## config.mk

```make
export PLATFORM = sky130hd
export DESIGN_NAME = reg_shift_tx
export DESIGN_NICKNAME = d
export VERILOG_FILES = /design/src/rtl/reg_shift_tx.sv
export SDC_FILE = /design/constraint.sdc
export NUM_CORES = 1
export LEC_CHECK = 0
export BUFFER_PORTS_ARGS = -buffer_cell sky130_fd_sc_hd__buf_2
export CAP_MARGIN = 15
export CORE_ASPECT_RATIO = 1.1
export CORE_MARGIN = 2
export CORE_UTILIZATION = 50
export DETAILED_ROUTE_END_ITERATION = 8
export MAX_ROUTING_LAYER = met4
export PLACE_DENSITY = 0.81
export SYNTH_ARGS = -nofsm -noshare
export SYNTH_HDL_FRONTEND = slang
export SYNTH_SLANG_ARGS = --single-unit
```

## constraint.sdc

```tcl
create_clock -name clk -period 1.76 [get_ports clk]
set_input_delay 0.088 -clock clk [delete_from_list [all_inputs] [get_ports clk]]
set_output_delay 0.088 -clock clk [all_outputs]
set_load 0.01 [all_outputs]
```

## src/rtl/reg_shift_tx.sv

```systemverilog
// reg_shift_tx: parallel-to-serial transmitter for register words.
// A word accepted on ld is shifted out MSB-first on sdo. Each bit lasts
// CLKDIV cycles. frame marks the data bits, bit_stb marks the last cycle
// of each bit, and done pulses once after the final bit. All outputs are
// registered and are computed from the next-state values, so they line up
// with the state they describe.
module reg_shift_tx #(
  parameter int WIDTH  = 16,
  parameter int CLKDIV = 4
) (
  input  logic             clk,
  input  logic             rst,
  input  logic [WIDTH-1:0] d,
  input  logic             ld,
  output logic             busy,
  output logic             frame,
  output logic             sdo,
  output logic             bit_stb,
  output logic             done
);

  // The divider needs at least one bit, even when CLKDIV=1.
  localparam int DW = (CLKDIV > 1) ? $clog2(CLKDIV) : 1;
  localparam int BW = $clog2(WIDTH);

  localparam logic [DW-1:0] DIV_LAST = DW'(CLKDIV - 1);
  localparam logic [BW-1:0] BIT_LAST = BW'(WIDTH - 1);

  typedef enum logic [1:0] {
    S_IDLE  = 2'd0,
    S_SHIFT = 2'd1,
    S_DONE  = 2'd2
  } state_t;

  state_t           state_q,  state_d;
  logic [WIDTH-1:0] shreg_q,  shreg_d;
  logic [BW-1:0]    bitcnt_q, bitcnt_d;
  logic [DW-1:0]    divcnt_q, divcnt_d;
  logic             busy_q,   busy_d;
  logic             frame_q,  frame_d;
  logic             sdo_q,    sdo_d;
  logic             stb_q,    stb_d;
  logic             done_q,   done_d;

  // Next-state logic plus output values derived from the next state.
  always_comb begin
    state_d  = state_q;
    shreg_d  = shreg_q;
    bitcnt_d = bitcnt_q;
    divcnt_d = divcnt_q;

    case (state_q)
      S_IDLE: begin
        if (ld) begin
          shreg_d  = d;
          state_d  = S_SHIFT;
          bitcnt_d = '0;
          divcnt_d = '0;
        end
      end
      S_SHIFT: begin
        if (divcnt_q == DIV_LAST) begin
          divcnt_d = '0;
          shreg_d  = shreg_q << 1;
          if (bitcnt_q == BIT_LAST) begin
            // Hold the counter at its terminal value instead of wrapping.
            state_d = S_DONE;
          end else begin
            bitcnt_d = bitcnt_q + BW'(1);
          end
        end else begin
          divcnt_d = divcnt_q + DW'(1);
        end
      end
      S_DONE: begin
        state_d = S_IDLE;
      end
      default: begin
        state_d = S_IDLE;
      end
    endcase

    busy_d  = (state_d != S_IDLE);
    frame_d = (state_d == S_SHIFT);
    sdo_d   = (state_d == S_SHIFT) ? shreg_d[WIDTH-1] : 1'b1;
    stb_d   = (state_d == S_SHIFT) && (divcnt_d == DIV_LAST);
    done_d  = (state_d == S_DONE);
  end

  // State and output registers; reset abandons any word in flight.
  always_ff @(posedge clk) begin
    if (!rst) begin
      state_q  <= S_IDLE;
      shreg_q  <= '0;
      bitcnt_q <= '0;
      divcnt_q <= '0;
      busy_q   <= 1'b0;
      frame_q  <= 1'b0;
      sdo_q    <= 1'b1;
      stb_q    <= 1'b0;
      done_q   <= 1'b0;
    end else begin
      state_q  <= state_d;
      shreg_q  <= shreg_d;
      bitcnt_q <= bitcnt_d;
      divcnt_q <= divcnt_d;
      busy_q   <= busy_d;
      frame_q  <= frame_d;
      sdo_q    <= sdo_d;
      stb_q    <= stb_d;
      done_q   <= done_d;
    end
  end

  assign busy    = busy_q;
  assign frame   = frame_q;
  assign sdo     = sdo_q;
  assign bit_stb = stb_q;
  assign done    = done_q;

endmodule

```

* Word-level counts from Yosys, hierarchy flattened
Cells that the tools add are included.
** Operators by class
- Add/subtract/negate cells :: 2
- Equality and inequality tests :: 9
- Mux-type cells :: 14
- Reduce and logical (&&, ||, !) cells :: 7
** Operator list (count)
- 16-bit two-way mux :: 2
- 16-bit one-hot mux with 2 select lines :: 1
- 4-bit two-way mux :: 3
- 2-bit two-way mux :: 5
- 2-bit one-hot mux with 2 select lines :: 2
- 4-bit one-hot mux with 2 select lines :: 1
- 2-bit == test, second input constant :: 3
- 2-bit != test, second input constant :: 3
- 4-bit by 1-bit adder with 4-bit output, second input constant :: 1
- 2-bit by 1-bit == test with 1-bit output, second input constant :: 2
- 4-bit == test, second input constant :: 1
- 4-bit AND reduction :: 1
- 2-bit nonzero test :: 2
- 3-bit AND reduction :: 1
- 2-bit by 1-bit adder with 2-bit output, second input constant :: 1
- 2-bit zero test :: 1
- 2-bit AND reduction :: 1
- 1-bit logical AND :: 1
** Word-level totals
- Register bits :: 29
- Bits of input ports :: 19
- Output and inout bits :: 5
- Logic and storage cells :: 42

* Logic depth before layout (Yosys ltp)
Gate-level depths: netlist of run 1.
- Word-level depth :: 6
- Depth in mapped cells :: 7
- Mapped depth without buffers :: 5

* Worst setup path after synthesis of run 1
OpenSTA, ideal clock, no wires.
- Kind :: flip-flop to flip-flop
- Start :: register divcnt_q[0]
- End :: register stb_q (netlist: bit_stb)
- Setup time :: 124 ps
- Arrival :: 1329 ps
- Data required time :: 1636 ps
- Setup slack :: 307 ps
- Stages on the path, launching flop included :: 7
- Clock period less this slack :: 1453 ps
- Cell sequence :: dfxtp_1 ha_1 clkbuf_1 clkbuf_1 nor3_1 a21oi_1 nor3b_1
** Between the ends
- Longest elaborated chain between the ends :: 5
- Elaborated cells on any way between the ends :: 10
- Classes of those cells :: add/sub (1); eq/ne (3); mux (5); reduce/logical (1)
** Ends and longest elaborated chain
- from (decl) :: RTL line 38 : logic [DW-1:0] divcnt_q, divcnt_d;
- from (signal assigned) :: RTL line 106 : divcnt_q <= divcnt_d;
- 2-bit by 1-bit adder with 2-bit output or 2-bit == test (tied branches) :: RTL line 72, 62
- 2-bit two-way mux :: RTL line 62 : if (divcnt_q == DIV_LAST) begin
- 2-bit one-hot mux with 2 select lines :: RTL line 52 : case (state_q)
- 2-bit == test or 2-bit by 1-bit == test with 1-bit output (tied branches) :: RTL line 86 : stb_d = (state_d == S_SHIFT) && (divcnt_d == DIV_LAST);
- 1-bit logical AND * :: RTL line 86
- to (signal assigned) :: RTL line 110 : stb_q <= stb_d;
- to (decl) :: RTL line 42 : logic stb_q, stb_d;
Mark *: on every way between the ends. The rest lies on a longest branch, timed or not.
A chain may end at the register's enable or synchronous reset.

* Worst setup path in the final report of run 1
- Start :: register divcnt_q[0]
- End :: register bitcnt_q[3]
** Between the ends
- Longest elaborated chain between the ends :: 3
** Ends and longest elaborated chain
- 2-bit == test :: RTL line 62
- 2-bit != test (no line)
- 4-bit AND reduction (no line)
- to (signal assigned) :: RTL line 105 : bitcnt_q <= bitcnt_d;
- to (decl) :: RTL line 37 : logic [BW-1:0] bitcnt_q, bitcnt_d;
No other way between the ends.

==> results of run 1 <==
==> flip-flops by register name, summed over array words and instances, names as in the netlist <==
signal / cells
shreg_q: 16
busy: 1
sdo: 1
divcnt_q: 2
bit_stb: 1
done: 1
state_q: 2
frame: 1
bitcnt_q: 4
==> layout make-up <==
class	count	area [um^2]	area share
clock buffer	5	37.5	0.0246
clock inverter	3	65.1	0.0426
inverter	2	7.51	0.00492
multi-input combinational	105	629	0.412
sequential	29	581	0.380
tap	31	38.8	0.0254
timing repair buffer	30	168	0.110
==> metrics by stage <==
step	std cells	total power (W)	hold slack [ns]	setup slack (ns)
3_5_place_dp	197	0.000932	0.411	0.241
2_1_floorplan	146	0.000856	0.210	0.307
5_1_grt	205	0.00166	0.0747	0.104
6_report	205	0.00161	0.0644	0.203
4_1_cts	205	0.00161	0.0636	0.207
3_3_place_gp	197	0.000919	0.397	0.295
==> cell families after synthesis <==
group | after synthesis
AO/OA/AOI/OAI | 49
adder cells (fa/ha/maj) | 2
buffers and inverters | 12
flip-flops | 29
AND/OR/NAND/NOR | 54
==> cell usage after synthesis (3+ instances only) <==
cell type | n | area (um^2)
nor2_1 | 5 | 18.8
dfxtp_1 | 29 | 581
nand3_1 | 3 | 15.0
nand2_1 | 31 | 116
a21oi_1 | 18 | 90.1
o21ai_0 | 4 | 20.0
clkbuf_1 | 5 | 18.8
buf_2 | 4 | 20.0
a32o_1 | 14 | 140
nor2b_1 | 3 | 18.8
==> critical path, cell delays in order, from the launching register on <==
cell,delay [ns]
dfxtp_1,0.37
ha_1,0.18
nand2_1,0.11
a21o_1,0.19
or4_1,0.50
a21boi_1,0.15
==> worst paths after layout <==
path,cells past startpoint,slack [ns],end,start
max,5,0.20,bitcnt_q[3],divcnt_q[0]
max reg2reg,5,0.20,bitcnt_q[3],divcnt_q[0]
min,2,0.06,state_q[0],rst
min reg2reg,2,0.46,shreg_q[3],shreg_q[3]
==> routing by layer <==
| metal | up-vias | track usage | share of wire |
|---|---|---|---|
| met1 | 580 | 0.280 | 0.42 |
| li1 | 588 | - | - |
| met3 | 9 | 0.0718 | 0.043 |
| met2 | 23 | 0.378 | 0.52 |
| met5 | - | - | 0 |
| met4 | 0 | 0.0902 | 0.017 |
==> power breakdown <==
group | switching [W] | internal [W] | total (W)
registers | 0.0000227 | 0.000696 | 0.000719
clock network | 0.000252 | 0.000440 | 0.000692
logic | 0.000111 | 0.0000868 | 0.000197
==> run metrics, run 1 <==
fraction of synthesized area in multiplexers 0; Compound-Gate Fraction of Synth Area 0.277; Post-Syn Nets 167; Via density 5.85; post-synthesis simple-gate area fraction 0.203; Final Core Density 0.623; final WL 2980 um; vias in the first global route 1141; placed cell area 1420 um^2; Core ar. 2450 um^2; syn_area_per_cell 8.63 um^2; Layout area overhead 21.2%; MaxCap Viol Count 0; fmax 642 MHz; count of different cell masters after synthesis 31; CTS Buf Count 5; Worst EP required 2.05 ns; Inserted Diodes 0; first-pass GRT wire length 5040 um; largest net degree at the start of global routing 21; period utilisation layout 0.885; GRT Total Usage 0.238; Core Rows 19; CP Launch Type flip-flop; clk root buf clkbuf_4; post-synthesis register bit count 29; prevailing post-synth register cell dfxtp_1; crit end category flip-flop; worst skew pair latency 0.34 ns; Hold Crit Class in -> reg; clock skew 0.0117 ns; Initial Util 0.515; final hold vios 0; Post-CTS Setup Bufs 0; worst slew pin tran 0.388 ns; Synth Area in XOR/XNOR 0; post-DP HPWL 2050 um; Pleak 0.616 nW; ANT nets after route 0; commonest non-fill, non-tap cell in the layout nand2_1; CTS Buffer Depth 2; cts repair resizes 0; most frequent cells in the layout nand2_1 (31), dfxtp_1 (29), buf_2 (23); First-pass DRT Iterations 4; EDFF count, synth 0; CTS H-tree lvls 2; Cell Pwr Density 1050 nW/um^2; Adder-Cell Fraction of Synth Area 0.0199; Fin Setup TNS 0 ns; relative slew slack 0.740; final max-slew violation count 0; CP Max Fanout 4; layout net count 194; number of remaining DRC errors 0; hold buffers post-CTS 0; Iter 0 DRT Violations 29; DR WL/cell 14.5 um; total grt overflow 0; Fill cells 210; vias 1200; Design Area, Final 1530 um^2; WP data arrival 1.84 ns; initial antenna violation count 0; post-synthesis async set-or-reset flop share 0; largest family of logic cells by synthesized area compound AO/OA/AOI/OAI gates; mapped cell area 1260 um^2; IO Pins 24; gpl congestion 0.871; Final min period 1.56 ns; Setup Viol. Count Final 0; run status completed; die height 56.7 um; post-synthesis sequential area ratio 0.461; critical path class reg -> reg; TritonCTS clock tree built; clock edge transition at the registers on the reported setup and hold paths 0.10 ns; YS warnings 0; RSZ-0062 raised after global routing no; die area 2940 um^2; CTS sink count 29; cell count after synthesis 146; Die Wd 51.9 um; IO Port Bufs 23; share of cells above drive strength 1 0.224; Max IR drop VDD 0.809 mV
No activity file was read; power rests on OpenSTA's default activity.
==> run 2, diff against run 1 <==
--- a/config.mk
+++ b/config.mk
@@ -5,6 +5,7 @@
 export SDC_FILE = /design/constraint.sdc
 export NUM_CORES = 1
 export LEC_CHECK = 0
+export ABC_AREA = 1
 export BUFFER_PORTS_ARGS = -buffer_cell sky130_fd_sc_hd__buf_2
 export CAP_MARGIN = 15
 export CORE_ASPECT_RATIO = 1.1
==> run metrics, run 2 <==
run status completed; post-synthesis async set-or-reset flop share 0 (unchanged); Cell Pwr Density 866 nW/um^2 (-18%); clock edge transition at the registers on the reported setup and hold paths 0.08 ns (-0.02 ns); post-synthesis register bit count 29 (unchanged); fmax 748 MHz (+16%); largest net degree at the start of global routing 22 (+4.8%); CP Cell Sequence ha_1, nand2_1, nor2_1, nand2_1, nand2_1, o21ai_0, nor2_1; final WL 2510 um (-16%); CTS Buf Count 5 (unchanged); Core ar. 2470 um^2 (+0.97%); Setup Viol. Count Final 0 (unchanged); CP max stage delay 0.34 ns (-0.16 ns); Die Wd 52.6 um (+1.4%); TritonCTS clock tree built; first-pass GRT wire length 4180 um (-17%); CP max-delay cell dfxtp_1; layout net count 227 (+17%); post-DP HPWL 1700 um (-17%); Via density 5.07 (-13%); leading area contributor after synthesis dfxtp_1; share of cells above drive strength 1 0.180 (-0.0445); Buffers & Inverters on Critical Path 0 (unchanged); clk root buf clkbuf_4; CP Launch Type flip-flop; Synth area leaders dfxtp_1 (45%), nand2_1 (16%), a21oi_1 (12%); Post-CTS Setup Bufs 0 (unchanged); ANT nets after route 0 (unchanged); most flop-heavy register shreg_q; relative slew slack 0.544 (-0.196); setup slack after layout 0.422 ns (+0.220 ns); family with the most delay on the worst path simple AND/OR/NAND/NOR gates; RSZ-0062 raised after global routing no; M2 GR Usage 0.307 (-0.0708); IO Pins 24 (unchanged); cts repair resizes 0 (unchanged); Fill cells 257 (+22%); busiest grt layer met2; die height 57.5 um (+1.4%); GRT Total Usage 0.196 (-0.0417); Final min period 1.34 ns (-0.220 ns); crit end category flip-flop; Worst Setup SP bitcnt_q[0]; CP Max Fanout 6 (+2); biggest regs shreg_q: 16 flops, bitcnt_q: 4 flops; Fin Setup TNS 0 ns (unchanged); Post-Syn Nets 201 (+20%); Pleak 0.636 nW (+3.3%); worst slew pin tran 0.684 ns (+0.295 ns); final hold vios 0 (unchanged); post-synthesis sequential area ratio 0.447 (-0.0138); worst skew pair latency 0.33 ns (about the same); most common cell in the netlist nand2_1; cell count after synthesis 180 (+23%); Synth top area share 0.447 (-0.0138); critical path class reg -> reg; most frequent CP cell nand2_1; Layout area overhead 13.3%; total grt overflow 0 (unchanged); Hold Crit Class in -> reg; met3 Use GR 0.0550 (-0.0168); syn_area_per_cell 7.22 um^2 (-16%); CTS sink count 29 (unchanged); DR WL/cell 10.6 um (-27%); vias 1201 (+0.083%); CTS Buffer Depth 2 (unchanged); Initial Util 0.525 (+0.0107); First-pass DRT Iterations 5 (+1); Synth top cells by count nand2_1 (55), a21oi_1 (32), dfxtp_1 (29), nor2_1 (20), inv_1 (13); mapped cell area 1300 um^2 (+3.1%); initial antenna violation count 0 (unchanged); worst r2r src bitcnt_q[0]; dpl ws 0.477 ns (+0.236 ns); prevailing post-synth register cell dfxtp_1; die area 3020 um^2 (+2.8%); met1 GRT Util 0.211 (-0.0690); clock skew 0.00975 ns (-0.00193 ns); CTS H-tree lvls 2 (unchanged); IO Port Bufs 23 (unchanged); Inserted Diodes 0 (unchanged); Max IR drop VDD 0.676 mV (-16%); most frequent cells in the layout nand2_1 (55), a21oi_1 (32), dfxtp_1 (29); Worst EP required 1.99 ns (-0.06 ns); EDFF count, synth 0 (unchanged); period utilisation layout 0.760 (-0.125); Core Rows 19 (unchanged); gpl congestion 0.955 (+9.6%); MaxCap Viol Count 0 (unchanged); commonest non-fill, non-tap cell in the layout nand2_1; hold path startpoint d[0]; number of remaining DRC errors 0 (unchanged); count of different cell masters after synthesis 22 (-29%); vias in the first global route 1063 (-6.8%); max FFs per register 16 (unchanged); final max-slew violation count 0 (unchanged); YS warnings 0 (unchanged); Iter 0 DRT Violations 29 (unchanged); WP data arrival 1.56 ns (-0.28 ns)
## run 2: final timing paths
path	slack (ns)	endpoint	depth (start not counted)
max	0.42	bitcnt_q[2]	7
max reg2reg	0.42	bitcnt_q[2]	7
min	0.02	shreg_q[0]	3
min reg2reg	0.47	shreg_q[7]	2
## run 2: worst register-to-register path, stage by stage (launching register included)
cell and delay (ns):
dfxtp_1 0.34, ha_1 0.22, nand2_1 0.09, nor2_1 0.04, nand2_1 0.16, nand2_1 0.13
o21ai_0 0.20, nor2_1 0.05
## run 2: power breakdown
group          total, W  internal, W  switching, W
logic          0.000162    0.0000625     0.0000999
registers      0.000709     0.000692     0.0000166
clock network  0.000403     0.000188      0.000215
## run 2: layout make-up
type,instances,area (um^2),share of cell area
clock buffer,7,55.1,0.0374
inverter,16,62.6,0.0425
sequential,29,581,0.395
timing repair buffer,26,140,0.0952
tap,31,38.8,0.0264
multi-input combinational,128,594,0.404
## run 2: layer usage
layer,vias up,wire (um)
li1,624,-
met2,26,1190
met3,10,95
met5,-,0
met4,0,85
met1,541,1140
## run 2: what timing repair did
item | in CTS | in global routing
hold endpoints to repair | 1 | 0
hold buffers | 1 | 0
endpoints found under the setup margin | 0 | 0
## run 2: cell families after synthesis
kind of cell               after synthesis  share of synthesized area
buffers and inverters                   23                     0.0954
DFF                                     29                      0.447
AOI/OAI and AO/OA                       34                      0.131
adders and majority gates                2                     0.0193
and+or+nand+nor                         92                      0.307
## run 2: metrics by stage
stage                     hold slack (ns)  total power (W)   util  area (um^2)  std cells
after global routing               0.0184          0.00135  0.595         1470        237
after global placement              0.352         0.000883  0.569         1410        229
after floorplan                     0.186         0.000842      -         1300        180
final                              0.0168          0.00127  0.595         1470        237
after detailed placement            0.345         0.000885  0.569         1410        229
after CTS                         0.00864          0.00129  0.595         1470        237
